[src/rtl/up_ipif_arb_if.sv]
// up_ipif_arb_if: bundle of all handshake/bus signals around up_ipif_arb.
//   m0_* / m1_* : upstream master request ports (word addresses, one-cycle req/ack pulses)
//   up_*        : shared port toward the register bank
//   *_timeout   : one-cycle pulse when a response was forced by the wait timeout
// Modport slave is the arbiter's view; modport master is the surrounding environment
// (upstream masters plus register bank).
interface up_ipif_arb_if #(
  parameter int unsigned C_ADDR_WIDTH = 12,
  parameter int unsigned C_DATA_WIDTH = 32
);
  localparam int unsigned AW = C_ADDR_WIDTH - 2;
  localparam int unsigned DW = C_DATA_WIDTH;

  logic [AW-1:0] m0_up_wr_addr;
  logic          m0_up_wr_req;
  logic [3:0]    m0_up_wr_be;
  logic [DW-1:0] m0_up_wr_din;
  logic          m0_up_wr_ack;
  logic [AW-1:0] m0_up_rd_addr;
  logic          m0_up_rd_req;
  logic [DW-1:0] m0_up_rd_dout;
  logic          m0_up_rd_ack;

  logic [AW-1:0] m1_up_wr_addr;
  logic          m1_up_wr_req;
  logic [3:0]    m1_up_wr_be;
  logic [DW-1:0] m1_up_wr_din;
  logic          m1_up_wr_ack;
  logic [AW-1:0] m1_up_rd_addr;
  logic          m1_up_rd_req;
  logic [DW-1:0] m1_up_rd_dout;
  logic          m1_up_rd_ack;

  logic [AW-1:0] up_wr_addr;
  logic          up_wr_req;
  logic [3:0]    up_wr_be;
  logic [DW-1:0] up_wr_din;
  logic          up_wr_ack;
  logic [AW-1:0] up_rd_addr;
  logic          up_rd_req;
  logic [DW-1:0] up_rd_dout;
  logic          up_rd_ack;

  logic          wr_timeout;
  logic          rd_timeout;

  modport slave (
    input  m0_up_wr_addr, m0_up_wr_req, m0_up_wr_be, m0_up_wr_din,
    input  m0_up_rd_addr, m0_up_rd_req,
    output m0_up_wr_ack, m0_up_rd_dout, m0_up_rd_ack,
    input  m1_up_wr_addr, m1_up_wr_req, m1_up_wr_be, m1_up_wr_din,
    input  m1_up_rd_addr, m1_up_rd_req,
    output m1_up_wr_ack, m1_up_rd_dout, m1_up_rd_ack,
    output up_wr_addr, up_wr_req, up_wr_be, up_wr_din,
    input  up_wr_ack,
    output up_rd_addr, up_rd_req,
    input  up_rd_dout, up_rd_ack,
    output wr_timeout, rd_timeout
  );

  modport master (
    output m0_up_wr_addr, m0_up_wr_req, m0_up_wr_be, m0_up_wr_din,
    output m0_up_rd_addr, m0_up_rd_req,
    input  m0_up_wr_ack, m0_up_rd_dout, m0_up_rd_ack,
    output m1_up_wr_addr, m1_up_wr_req, m1_up_wr_be, m1_up_wr_din,
    output m1_up_rd_addr, m1_up_rd_req,
    input  m1_up_wr_ack, m1_up_rd_dout, m1_up_rd_ack,
    input  up_wr_addr, up_wr_req, up_wr_be, up_wr_din,
    output up_wr_ack,
    input  up_rd_addr, up_rd_req,
    output up_rd_dout, up_rd_ack,
    input  wr_timeout, rd_timeout
  );
endinterface

[src/rtl/up_ipif_arb.sv]
// up_ipif_arb: two-master arbiter in front of a single register-bank port.
//   aclk   : clock, all logic rising-edge
//   areset : asynchronous active-high reset
//   bus    : up_ipif_arb_if.slave -- master request ports, shared bank port, timeout pulses
// The write and read channels are two identical, independent arbiters (channel 0 = write,
// channel 1 = read). Each channel keeps one pending request per master, grants round-robin,
// issues a one-cycle up_req, waits for up_ack or a timeout, then returns a one-cycle ack.
module up_ipif_arb #(
  parameter int unsigned C_ADDR_WIDTH = 12,
  parameter int unsigned C_DATA_WIDTH = 32,
  parameter int unsigned C_TIMEOUT    = 255
) (
  input logic          aclk,
  input logic          areset,
  up_ipif_arb_if.slave bus
);
  localparam int unsigned AW = C_ADDR_WIDTH - 2;
  localparam int unsigned DW = C_DATA_WIDTH;
  localparam int unsigned PW = AW + 4 + DW;
  localparam int unsigned CW = 16;
  // Leaving WAIT when the counter would step onto C_TIMEOUT gives exactly C_TIMEOUT WAIT cycles.
  localparam logic [CW-1:0] ToLast = CW'(C_TIMEOUT - 1);

  typedef enum logic [1:0] {StIdle, StIssue, StWait, StResp} state_e;

  // Per-channel views of the bus; payload is {addr, be, din}, read channel has be/din zero.
  logic [1:0]    req_in  [2];
  logic [PW-1:0] pay_in  [2][2];
  logic [1:0]    bank_ack;
  logic [PW-1:0] pay_out [2];
  logic [1:0]    m_ack   [2];
  logic [1:0]    up_req;
  logic [1:0]    timeout;
  logic [1:0]    resp_enter;
  logic [1:0]    resp_to;
  logic [1:0]    gnt;

  assign req_in[0]    = {bus.m1_up_wr_req, bus.m0_up_wr_req};
  assign req_in[1]    = {bus.m1_up_rd_req, bus.m0_up_rd_req};
  assign pay_in[0][0] = {bus.m0_up_wr_addr, bus.m0_up_wr_be, bus.m0_up_wr_din};
  assign pay_in[0][1] = {bus.m1_up_wr_addr, bus.m1_up_wr_be, bus.m1_up_wr_din};
  assign pay_in[1][0] = {bus.m0_up_rd_addr, 4'b0000, {DW{1'b0}}};
  assign pay_in[1][1] = {bus.m1_up_rd_addr, 4'b0000, {DW{1'b0}}};
  assign bank_ack     = {bus.up_rd_ack, bus.up_wr_ack};

  for (genvar c = 0; c < 2; c++) begin : g_chan
    state_e          state_q, state_d;
    logic [1:0]      pend_q, pend_d;
    logic [PW-1:0]   lat_q [2];
    logic [PW-1:0]   lat_d [2];
    logic [PW-1:0]   out_q, out_d;
    logic            gnt_q, gnt_d;
    logic            last_q, last_d;
    logic            to_q, to_d;
    logic            sel;
    logic [CW-1:0]   cnt_q, cnt_d;

    always_comb begin
      state_d = state_q;
      pend_d  = pend_q;
      lat_d   = lat_q;
      out_d   = out_q;
      gnt_d   = gnt_q;
      last_d  = last_q;
      cnt_d   = cnt_q;
      to_d    = to_q;
      sel     = 1'b0;

      // A request is only captured into an empty slot; repeats while pending are dropped.
      for (int m = 0; m < 2; m++) begin
        if (req_in[c][m] && !pend_q[m]) begin
          pend_d[m] = 1'b1;
          lat_d[m]  = pay_in[c][m];
        end
      end

      unique case (state_q)
        StIdle: begin
          if (|pend_q) begin
            sel         = (pend_q == 2'b11) ? ~last_q : pend_q[1];
            gnt_d       = sel;
            last_d      = sel;
            pend_d[sel] = 1'b0;
            out_d       = lat_q[sel];
            state_d     = StIssue;
          end
        end
        StIssue: begin
          cnt_d   = '0;
          to_d    = 1'b0;
          state_d = bank_ack[c] ? StResp : StWait;
        end
        StWait: begin
          if (bank_ack[c]) begin
            state_d = StResp;
          end else if (cnt_q == ToLast) begin
            to_d    = 1'b1;
            state_d = StResp;
          end else begin
            cnt_d = cnt_q + CW'(1);
          end
        end
        StResp: begin
          state_d = StIdle;
        end
        default: state_d = StIdle;
      endcase
    end

    always_ff @(posedge aclk or posedge areset) begin
      if (areset) begin
        state_q <= StIdle;
        pend_q  <= '0;
        lat_q   <= '{default: '0};
        out_q   <= '0;
        gnt_q   <= 1'b0;
        last_q  <= 1'b1;
        cnt_q   <= '0;
        to_q    <= 1'b0;
      end else begin
        state_q <= state_d;
        pend_q  <= pend_d;
        lat_q   <= lat_d;
        out_q   <= out_d;
        gnt_q   <= gnt_d;
        last_q  <= last_d;
        cnt_q   <= cnt_d;
        to_q    <= to_d;
      end
    end

    assign up_req[c]     = (state_q == StIssue);
    assign m_ack[c]      = (state_q != StResp) ? 2'b00 : (gnt_q ? 2'b10 : 2'b01);
    assign timeout[c]    = (state_q == StResp) && to_q;
    assign pay_out[c]    = out_q;
    assign resp_enter[c] = (state_q != StResp) && (state_d == StResp);
    assign resp_to[c]    = to_d;
    assign gnt[c]        = gnt_q;
  end

  // Read data is captured on the edge into RESP and then held until that master's next response.
  logic [DW-1:0] rd_dout_q [2];

  always_ff @(posedge aclk or posedge areset) begin
    if (areset) begin
      rd_dout_q <= '{default: '0};
    end else if (resp_enter[1]) begin
      rd_dout_q[gnt[1]] <= resp_to[1] ? {DW{1'b1}} : bus.up_rd_dout;
    end
  end

  logic unused_bits;
  assign unused_bits = ^{pay_out[1][PW-AW-1:0], resp_enter[0], resp_to[0], gnt[0]};

  assign bus.up_wr_req                             = up_req[0];
  assign {bus.up_wr_addr, bus.up_wr_be, bus.up_wr_din} = pay_out[0];
  assign bus.up_rd_req                             = up_req[1];
  assign bus.up_rd_addr                            = pay_out[1][PW-1 -: AW];

  assign bus.m0_up_wr_ack  = m_ack[0][0];
  assign bus.m1_up_wr_ack  = m_ack[0][1];
  assign bus.m0_up_rd_ack  = m_ack[1][0];
  assign bus.m1_up_rd_ack  = m_ack[1][1];
  assign bus.m0_up_rd_dout = rd_dout_q[0];
  assign bus.m1_up_rd_dout = rd_dout_q[1];

  assign bus.wr_timeout = timeout[0];
  assign bus.rd_timeout = timeout[1];
endmodule
[src/flat_wrapper.sv]
// flat-port wrapper written by rule: the top's interface ports become plain ports
module up_ipif_arb_flat 
#(
  parameter int unsigned C_ADDR_WIDTH = 12,
  parameter int unsigned C_DATA_WIDTH = 32,
  parameter int unsigned C_TIMEOUT    = 255
)
  (aclk, areset, bus_m0_up_wr_addr, bus_m0_up_wr_req, bus_m0_up_wr_be, bus_m0_up_wr_din, bus_m0_up_rd_addr, bus_m0_up_rd_req, bus_m0_up_wr_ack, bus_m0_up_rd_dout, bus_m0_up_rd_ack, bus_m1_up_wr_addr, bus_m1_up_wr_req, bus_m1_up_wr_be, bus_m1_up_wr_din, bus_m1_up_rd_addr, bus_m1_up_rd_req, bus_m1_up_wr_ack, bus_m1_up_rd_dout, bus_m1_up_rd_ack, bus_up_wr_addr, bus_up_wr_req, bus_up_wr_be, bus_up_wr_din, bus_up_wr_ack, bus_up_rd_addr, bus_up_rd_req, bus_up_rd_dout, bus_up_rd_ack, bus_wr_timeout, bus_rd_timeout);
  up_ipif_arb_if #(.C_ADDR_WIDTH(C_ADDR_WIDTH), .C_DATA_WIDTH(C_DATA_WIDTH)) bus_i ();
  input logic aclk;
  input logic areset;
  input wire logic [$bits(bus_i.m0_up_wr_addr)-1:0] bus_m0_up_wr_addr;
  input wire logic [$bits(bus_i.m0_up_wr_req)-1:0] bus_m0_up_wr_req;
  input wire logic [$bits(bus_i.m0_up_wr_be)-1:0] bus_m0_up_wr_be;
  input wire logic [$bits(bus_i.m0_up_wr_din)-1:0] bus_m0_up_wr_din;
  input wire logic [$bits(bus_i.m0_up_rd_addr)-1:0] bus_m0_up_rd_addr;
  input wire logic [$bits(bus_i.m0_up_rd_req)-1:0] bus_m0_up_rd_req;
  output wire logic [$bits(bus_i.m0_up_wr_ack)-1:0] bus_m0_up_wr_ack;
  output wire logic [$bits(bus_i.m0_up_rd_dout)-1:0] bus_m0_up_rd_dout;
  output wire logic [$bits(bus_i.m0_up_rd_ack)-1:0] bus_m0_up_rd_ack;
  input wire logic [$bits(bus_i.m1_up_wr_addr)-1:0] bus_m1_up_wr_addr;
  input wire logic [$bits(bus_i.m1_up_wr_req)-1:0] bus_m1_up_wr_req;
  input wire logic [$bits(bus_i.m1_up_wr_be)-1:0] bus_m1_up_wr_be;
  input wire logic [$bits(bus_i.m1_up_wr_din)-1:0] bus_m1_up_wr_din;
  input wire logic [$bits(bus_i.m1_up_rd_addr)-1:0] bus_m1_up_rd_addr;
  input wire logic [$bits(bus_i.m1_up_rd_req)-1:0] bus_m1_up_rd_req;
  output wire logic [$bits(bus_i.m1_up_wr_ack)-1:0] bus_m1_up_wr_ack;
  output wire logic [$bits(bus_i.m1_up_rd_dout)-1:0] bus_m1_up_rd_dout;
  output wire logic [$bits(bus_i.m1_up_rd_ack)-1:0] bus_m1_up_rd_ack;
  output wire logic [$bits(bus_i.up_wr_addr)-1:0] bus_up_wr_addr;
  output wire logic [$bits(bus_i.up_wr_req)-1:0] bus_up_wr_req;
  output wire logic [$bits(bus_i.up_wr_be)-1:0] bus_up_wr_be;
  output wire logic [$bits(bus_i.up_wr_din)-1:0] bus_up_wr_din;
  input wire logic [$bits(bus_i.up_wr_ack)-1:0] bus_up_wr_ack;
  output wire logic [$bits(bus_i.up_rd_addr)-1:0] bus_up_rd_addr;
  output wire logic [$bits(bus_i.up_rd_req)-1:0] bus_up_rd_req;
  input wire logic [$bits(bus_i.up_rd_dout)-1:0] bus_up_rd_dout;
  input wire logic [$bits(bus_i.up_rd_ack)-1:0] bus_up_rd_ack;
  output wire logic [$bits(bus_i.wr_timeout)-1:0] bus_wr_timeout;
  output wire logic [$bits(bus_i.rd_timeout)-1:0] bus_rd_timeout;
  assign bus_i.m0_up_wr_addr = bus_m0_up_wr_addr;
  assign bus_i.m0_up_wr_req = bus_m0_up_wr_req;
  assign bus_i.m0_up_wr_be = bus_m0_up_wr_be;
  assign bus_i.m0_up_wr_din = bus_m0_up_wr_din;
  assign bus_i.m0_up_rd_addr = bus_m0_up_rd_addr;
  assign bus_i.m0_up_rd_req = bus_m0_up_rd_req;
  assign bus_m0_up_wr_ack = bus_i.m0_up_wr_ack;
  assign bus_m0_up_rd_dout = bus_i.m0_up_rd_dout;
  assign bus_m0_up_rd_ack = bus_i.m0_up_rd_ack;
  assign bus_i.m1_up_wr_addr = bus_m1_up_wr_addr;
  assign bus_i.m1_up_wr_req = bus_m1_up_wr_req;
  assign bus_i.m1_up_wr_be = bus_m1_up_wr_be;
  assign bus_i.m1_up_wr_din = bus_m1_up_wr_din;
  assign bus_i.m1_up_rd_addr = bus_m1_up_rd_addr;
  assign bus_i.m1_up_rd_req = bus_m1_up_rd_req;
  assign bus_m1_up_wr_ack = bus_i.m1_up_wr_ack;
  assign bus_m1_up_rd_dout = bus_i.m1_up_rd_dout;
  assign bus_m1_up_rd_ack = bus_i.m1_up_rd_ack;
  assign bus_up_wr_addr = bus_i.up_wr_addr;
  assign bus_up_wr_req = bus_i.up_wr_req;
  assign bus_up_wr_be = bus_i.up_wr_be;
  assign bus_up_wr_din = bus_i.up_wr_din;
  assign bus_i.up_wr_ack = bus_up_wr_ack;
  assign bus_up_rd_addr = bus_i.up_rd_addr;
  assign bus_up_rd_req = bus_i.up_rd_req;
  assign bus_i.up_rd_dout = bus_up_rd_dout;
  assign bus_i.up_rd_ack = bus_up_rd_ack;
  assign bus_wr_timeout = bus_i.wr_timeout;
  assign bus_rd_timeout = bus_i.rd_timeout;
  up_ipif_arb #(.C_ADDR_WIDTH(C_ADDR_WIDTH), .C_DATA_WIDTH(C_DATA_WIDTH), .C_TIMEOUT(C_TIMEOUT)) u_core (.aclk(aclk), .areset(areset), .bus(bus_i));
endmodule
[config.mk]
export PLATFORM = sky130hd
export DESIGN_NAME = up_ipif_arb_flat
export DESIGN_NICKNAME = d
export VERILOG_FILES = /design/src/rtl/up_ipif_arb_if.sv /design/src/rtl/up_ipif_arb.sv /design/src/flat_wrapper.sv
export SDC_FILE = /design/constraint.sdc
export NUM_CORES = 1
export LEC_CHECK = 0
export CORE_MARGIN = 4
export CORE_UTILIZATION = 46
export CTS_CLUSTER_SIZE = 28
export DETAILED_ROUTE_END_ITERATION = 8
export HOLD_SLACK_MARGIN = 0.02
export PLACE_DENSITY = 0.74
export SYNTH_ARGS = -nofsm -noshare
export SYNTH_HDL_FRONTEND = slang
export SYNTH_SLANG_ARGS = --single-unit
[constraint.sdc]
create_clock -name aclk -period 9.7 [get_ports aclk]
set_input_delay 2.425 -clock aclk [delete_from_list [all_inputs] [get_ports aclk]]
set_output_delay 2.425 -clock aclk [all_outputs]
set_load 0.005 [all_outputs]
### After elaboration in Yosys (flattened, before gate mapping)

Cells that the tools add are included.

* register bits after elaboration: 314
* bits in latches: 0
* RAM bits: 0
* ROM bits: 0
* input bits: 152
* output and inout bits: 128
* logic and storage cells: 135
* memories: 0

* add/sub/neg operators: 2
* multipliers: 0
* div/mod/pow operators: 0
* magnitude comparators: 8
* equality and inequality tests: 20
* shift operators: 0
* mux-type cells: 50
* bitwise gates (word level): 9
* reductions and logical operators: 26

Operators by type and width (number)
* two-way mux 46 bit: 6
* bitwise mux 64 bit: 1
* two-way mux 16 bit: 4
* two-way mux 32 bit: 2
* one-hot mux 16 bit (2 select lines): 2
* adder 16 x 1 -> 16 bit (second input constant): 2
* demux 32 bit (select 1 bit): 1
* equality test 16 x 8 -> 1 bit (second input constant): 2
* two-way mux 2 bit: 14
* one-hot mux 2 bit (4 select lines): 2
* equality test 2 bit (second input constant): 7
* two-way mux 1 bit: 14
* inequality test 2 bit (second input constant): 6
* logical AND 1 bit: 10
* AND reduction 3 bit: 3
* greater-or-equal comparator 2 bit (second input constant): 3
* inverter 1 -> 2 bit: 3
* AND reduction 2 bit: 3
* AND 2 bit: 2
* equality test 2 x 1 -> 1 bit (second input constant): 2
* zero test 1 bit: 4
* zero test 2 bit: 2
* less-than comparator 1 x 2 -> 1 bit (second input constant): 2
* inequality test 2 x 1 -> 1 bit (second input constant): 2
* 9 further kinds: 16

### Longest topological paths before layout

* word-level depth: 10
* mapped depth: 8
* gate-level depth less buffers: 6

### Worst setup path before layout

Ideal clock, no wire load.

* kind: input to register
* start: in bus_m0_up_wr_req
* end: reg u_core.g_chan[0].lat_q[46] in the netlist's numbering
* setup time: 0.125 ns
* arrival: 3.562 ns
* data required time: 9.575 ns
* setup slack: 6.013 ns
* stages: 4
* path buffers: 2
* path through: nor2b_1 clkbuf_1 clkbuf_1 mux2_2

* longest elaborated chain between the ends: 1

RTL lines
* start: declaration: line flat_wrapper.sv:13 `input wire logic [$bits(bus_i.m0_up_wr_req)-1:0] bus_m0_up_wr_req;`
* logical AND 1 bit: line up_ipif_arb.sv:71 `if (req_in[c][m] && !pend_q[m]) begin`
* end signal: assignment: line up_ipif_arb.sv:123 `lat_q <= lat_d;`
* end: declaration: line up_ipif_arb.sv:49 `logic [PW-1:0] lat_q [2];`

Every way passes these cells.
A chain may end at the register's enable or synchronous reset.

### Worst setup path in the final report

* start: in bus_up_rd_ack
* end: reg u_core.rd_dout_q (netlist bit u_core.bus.m0_up_rd_dout[3])

* longest elaborated chain between the ends: 4
* elaborated cells on any way between the ends: 9
* classes of those cells: eq/ne: 1; mux: 7; reduce/logical: 1

RTL lines
* start: declaration: line flat_wrapper.sv:38 `input wire logic [$bits(bus_i.up_rd_ack)-1:0] bus_up_rd_ack;`
* two-way mux 2 bit (tied with other cells): line up_ipif_arb.sv:94 `if (bank_ack[c]) begin`
* one-hot mux 2 bit (4 select lines) / one-hot mux 1 bit (2 select lines) (equally long branches): line up_ipif_arb.sv:77 `unique case (state_q)`
* equality test 2 bit / two-way mux 32 bit (equally long branches): line up_ipif_arb.sv:136, up_ipif_arb.sv:148
* logical AND 1 bit / bitwise mux 64 bit (equally long branches): line up_ipif_arb.sv:136, up_ipif_arb.sv:148
* end signal: indexed assignment: line up_ipif_arb.sv:148 `rd_dout_q[gnt[1]] <= resp_to[1] ? {DW{1'b1}} : bus.up_rd_dout;`
* end: declaration: line up_ipif_arb.sv:142 `logic [DW-1:0] rd_dout_q [2];`

Several ways; a longest one is shown, not always the timed one.

==> metrics <==
CTS Sinks 278; sequential element share of the synthesized area 55.3%; Slowest Stage Delay on Critical Path 1.00 ns; Synth Area in XOR/XNOR 0.0696%; fin crit share 51.5%; worst skew pair latency 0.54 ns; post-synthesis mux area share 15.3%; RSZ-0062 raised after global routing false; fillcell total 2154; Port-buffer cells 279; setup ws final 4.71 ns; crit end category flop; num rows 60; commonest non-fill, non-tap cell in the layout clkdlybuf4s50_1; Final Wtd Congestion 0.794; Slew HR 17.9%; CTS Hold Bufs 0; # resized after CTS 0; Mean Syn Cell Area 11.5 um2; skew final 0.00785 ns; worst slack at placement 4.25 ns; CTS tree yes; final antenna-violating net count 0; Worst Tran Pin Value 1.23 ns; ys flop type dfrtp_1; max_cap viols 0; critical path's slowest cell nand2_1; drt wl/cell 18.4 um; first-pass iteration count of the detailed router 5; Post-Route WL 31.1 mm; Crit Path Class in2reg; Crit Path Max Fanout 45; peak supply drop 0.000173 V; Worst EP required 10.13 ns; initial antenna violation count 0; min-delay worst type reg2reg; FF+latch count, synth 278; area grow syn2layout 31.5%; Via density 5.51; die area 30100 um2; Detail Placement HPWL 21.0 mm; vias in the first global route 9323; DR iter-0 viols 643; Post-Syn Area 12600 um2; die span in y 173 um; final setup fails 0; setup slack, reg-to-reg 6.36 ns; Async SR Flop Fraction 100%; Reg clk slew, reported paths 0.06 ns; startpoint class of the critical path primary input; Global Route Usage Sum 20.0%; largest family of logic cells by synthesized area multiplexers; I/O pin count 280; clk root buf clkbuf_16; Tmin final 4.99 ns; Post-Syn Instances 1091; clock tree buffer depth 3; Residual DRC 0; crit path DAT 5.42 ns; simple-gate area share of the yosys netlist 10.2%; share of layout cells above drive strength 1 13.5%; Crit path max-delay family compound AO/OA/AOI/OAI gates; Via Count 9297; Distinct cells, synth 51; H-tree depth 1; P_leak 0.00706 uW; clock buffer count from CTS 29; Core Box Area 27000 um2; ANT cells 0; Post-synth EDFFs 0; fin. max-slew vios 0; Max Clk Rate 200 MHz; pin count of the biggest net entering global routing 203; Synth Warn # 0; first-pass GRT wire length 50.4 mm; Adder-Cell Fraction of Synth Area 1.39%; setup bufs post-CTS 0; outcome complete, no violations; Die Wd 173 um; number of failing hold endpoints at the final stage 0; Starting Density 46.7%; Setup TNS 0 ns; power density cells 312 nW/um2; total grt overflow 0; Synth Area in Compound Gates 12.6%; Synth Net Count 1257; CP Buf/Inv Count 1; commonest cells after routing, fill and taps aside 279 x clkdlybuf4s50_1, 275 x dfrtp_1, 113 x mux2_2; CP Cell Sequence clkdlybuf4s50_1, a41oi_4, nand2_1, a32oi_1; fin nets 1494
cell usage after synthesis, types with 5 or more instances:
cell type / count / area [um2]
inv_1: 77 / 289
or4_1: 10 / 75.1
o31ai_1: 13 / 97.6
buf_2: 9 / 45.0
nand2_1: 79 / 297
nor4_1: 37 / 231
nand3_1: 13 / 65.1
dfrtp_1: 276 / 6910
nor2b_1: 8 / 50.1
buf_1: 8 / 30.0
clkbuf_1: 63 / 236
mux2i_1: 65 / 651
a21oi_1: 20 / 100
ha_1: 14 / 175
nor2_1: 11 / 41.3
nand2b_1: 42 / 263
a2111oi_0: 32 / 280
a31oi_1: 5 / 31.3
nor3_1: 5 / 25.0
a32oi_1: 32 / 280
nand4_1: 9 / 56.3
a22oi_1: 33 / 248
mux2_2: 113 / 1270
o21ai_0: 65 / 325
where the power goes:
part           internal, uW  switching [uW]  total (uW)
clock                   674             450        1120
sequential             1670             304        1980
combinational          1060            1000        2060
total                  3410            1750        5170
layout make-up:
cell class                      count  area (um2)  share of cell area (%)
Sequential cell                   278        6960                    42.1
Multi-Input combinational cell    652        5020                    30.4
Timing Repair Buffer              290        2890                    17.5
Clock buffer                       37         786                    4.75
Tap cell                          341         427                    2.58
Inverter                           77         293                    1.77
Clock inverter                     12         170                    1.03
path summary, 6_finish.rpt:
kind                                       startpoint                           end  cells after the start
min in group asynchronous                      areset  u_core.bus.m0_up_rd_dout[23]                      3
max                                     bus_up_rd_ack   u_core.bus.m0_up_rd_dout[3]                      4
max in group asynchronous                      areset    u_core.g_chan[0].out_q[11]                      4
max reg2reg                 u_core.g_chan[1].cnt_q[4]   u_core.bus.m0_up_rd_dout[3]                      4
min                        u_core.g_chan[1].out_q[44]    u_core.g_chan[1].out_q[44]                      2
min reg2reg                u_core.g_chan[1].out_q[44]    u_core.g_chan[1].out_q[44]                      2
cells by family after synthesis:
logic type | Yosys count
buf+inv | 161
flops | 278
xor+xnor | 1
compound gates | 224
fa+ha+maj | 14
mux | 178
simple gates | 235
layer usage:
layer / track usage [%] / routed length (um)
met1: 26.1 / 13100
met2: 32.5 / 14500
met3: 7.70 / 3030
met4: 3.72 / 534
met5: 0 / 0
worst min-delay path: cells and delay by family, from the launching register on:
kind               cells  cell delay (ns)
DFF                    1             0.34
and+or+nand+nor        1             0.04
AOI/OAI and AO/OA      1             0.06
sequential cells by signal, summed over array words and instances (netlist names), 4 cells and up:
register                  cells
u_core.g_chan.lat_q         112
u_core.g_chan.out_q          56
u_core.bus.m0_up_rd_dout     32
u_core.bus.m1_up_rd_dout     32
u_core.g_chan.cnt_q          32
u_core.g_chan.pend_q          4
u_core.g_chan.state_q         4
metrics by stage:
stage | hold slack, ns | total power, uW | utilization [%] | std cells | cell area, um2
floorplan | 0.463 | 3180 | - | 1091 | 12600
global placement | 0.461 | 3990 | 57.8 | 1638 | 15600
detailed placement | 0.471 | 4080 | 57.8 | 1638 | 15600
CTS | 0.484 | 5220 | 61.4 | 1687 | 16500
global route | 0.497 | 5520 | 61.4 | 1687 | 16500
finish | 0.477 | 5170 | 61.4 | 1687 | 16500
(Power assumes the default switching activity.)
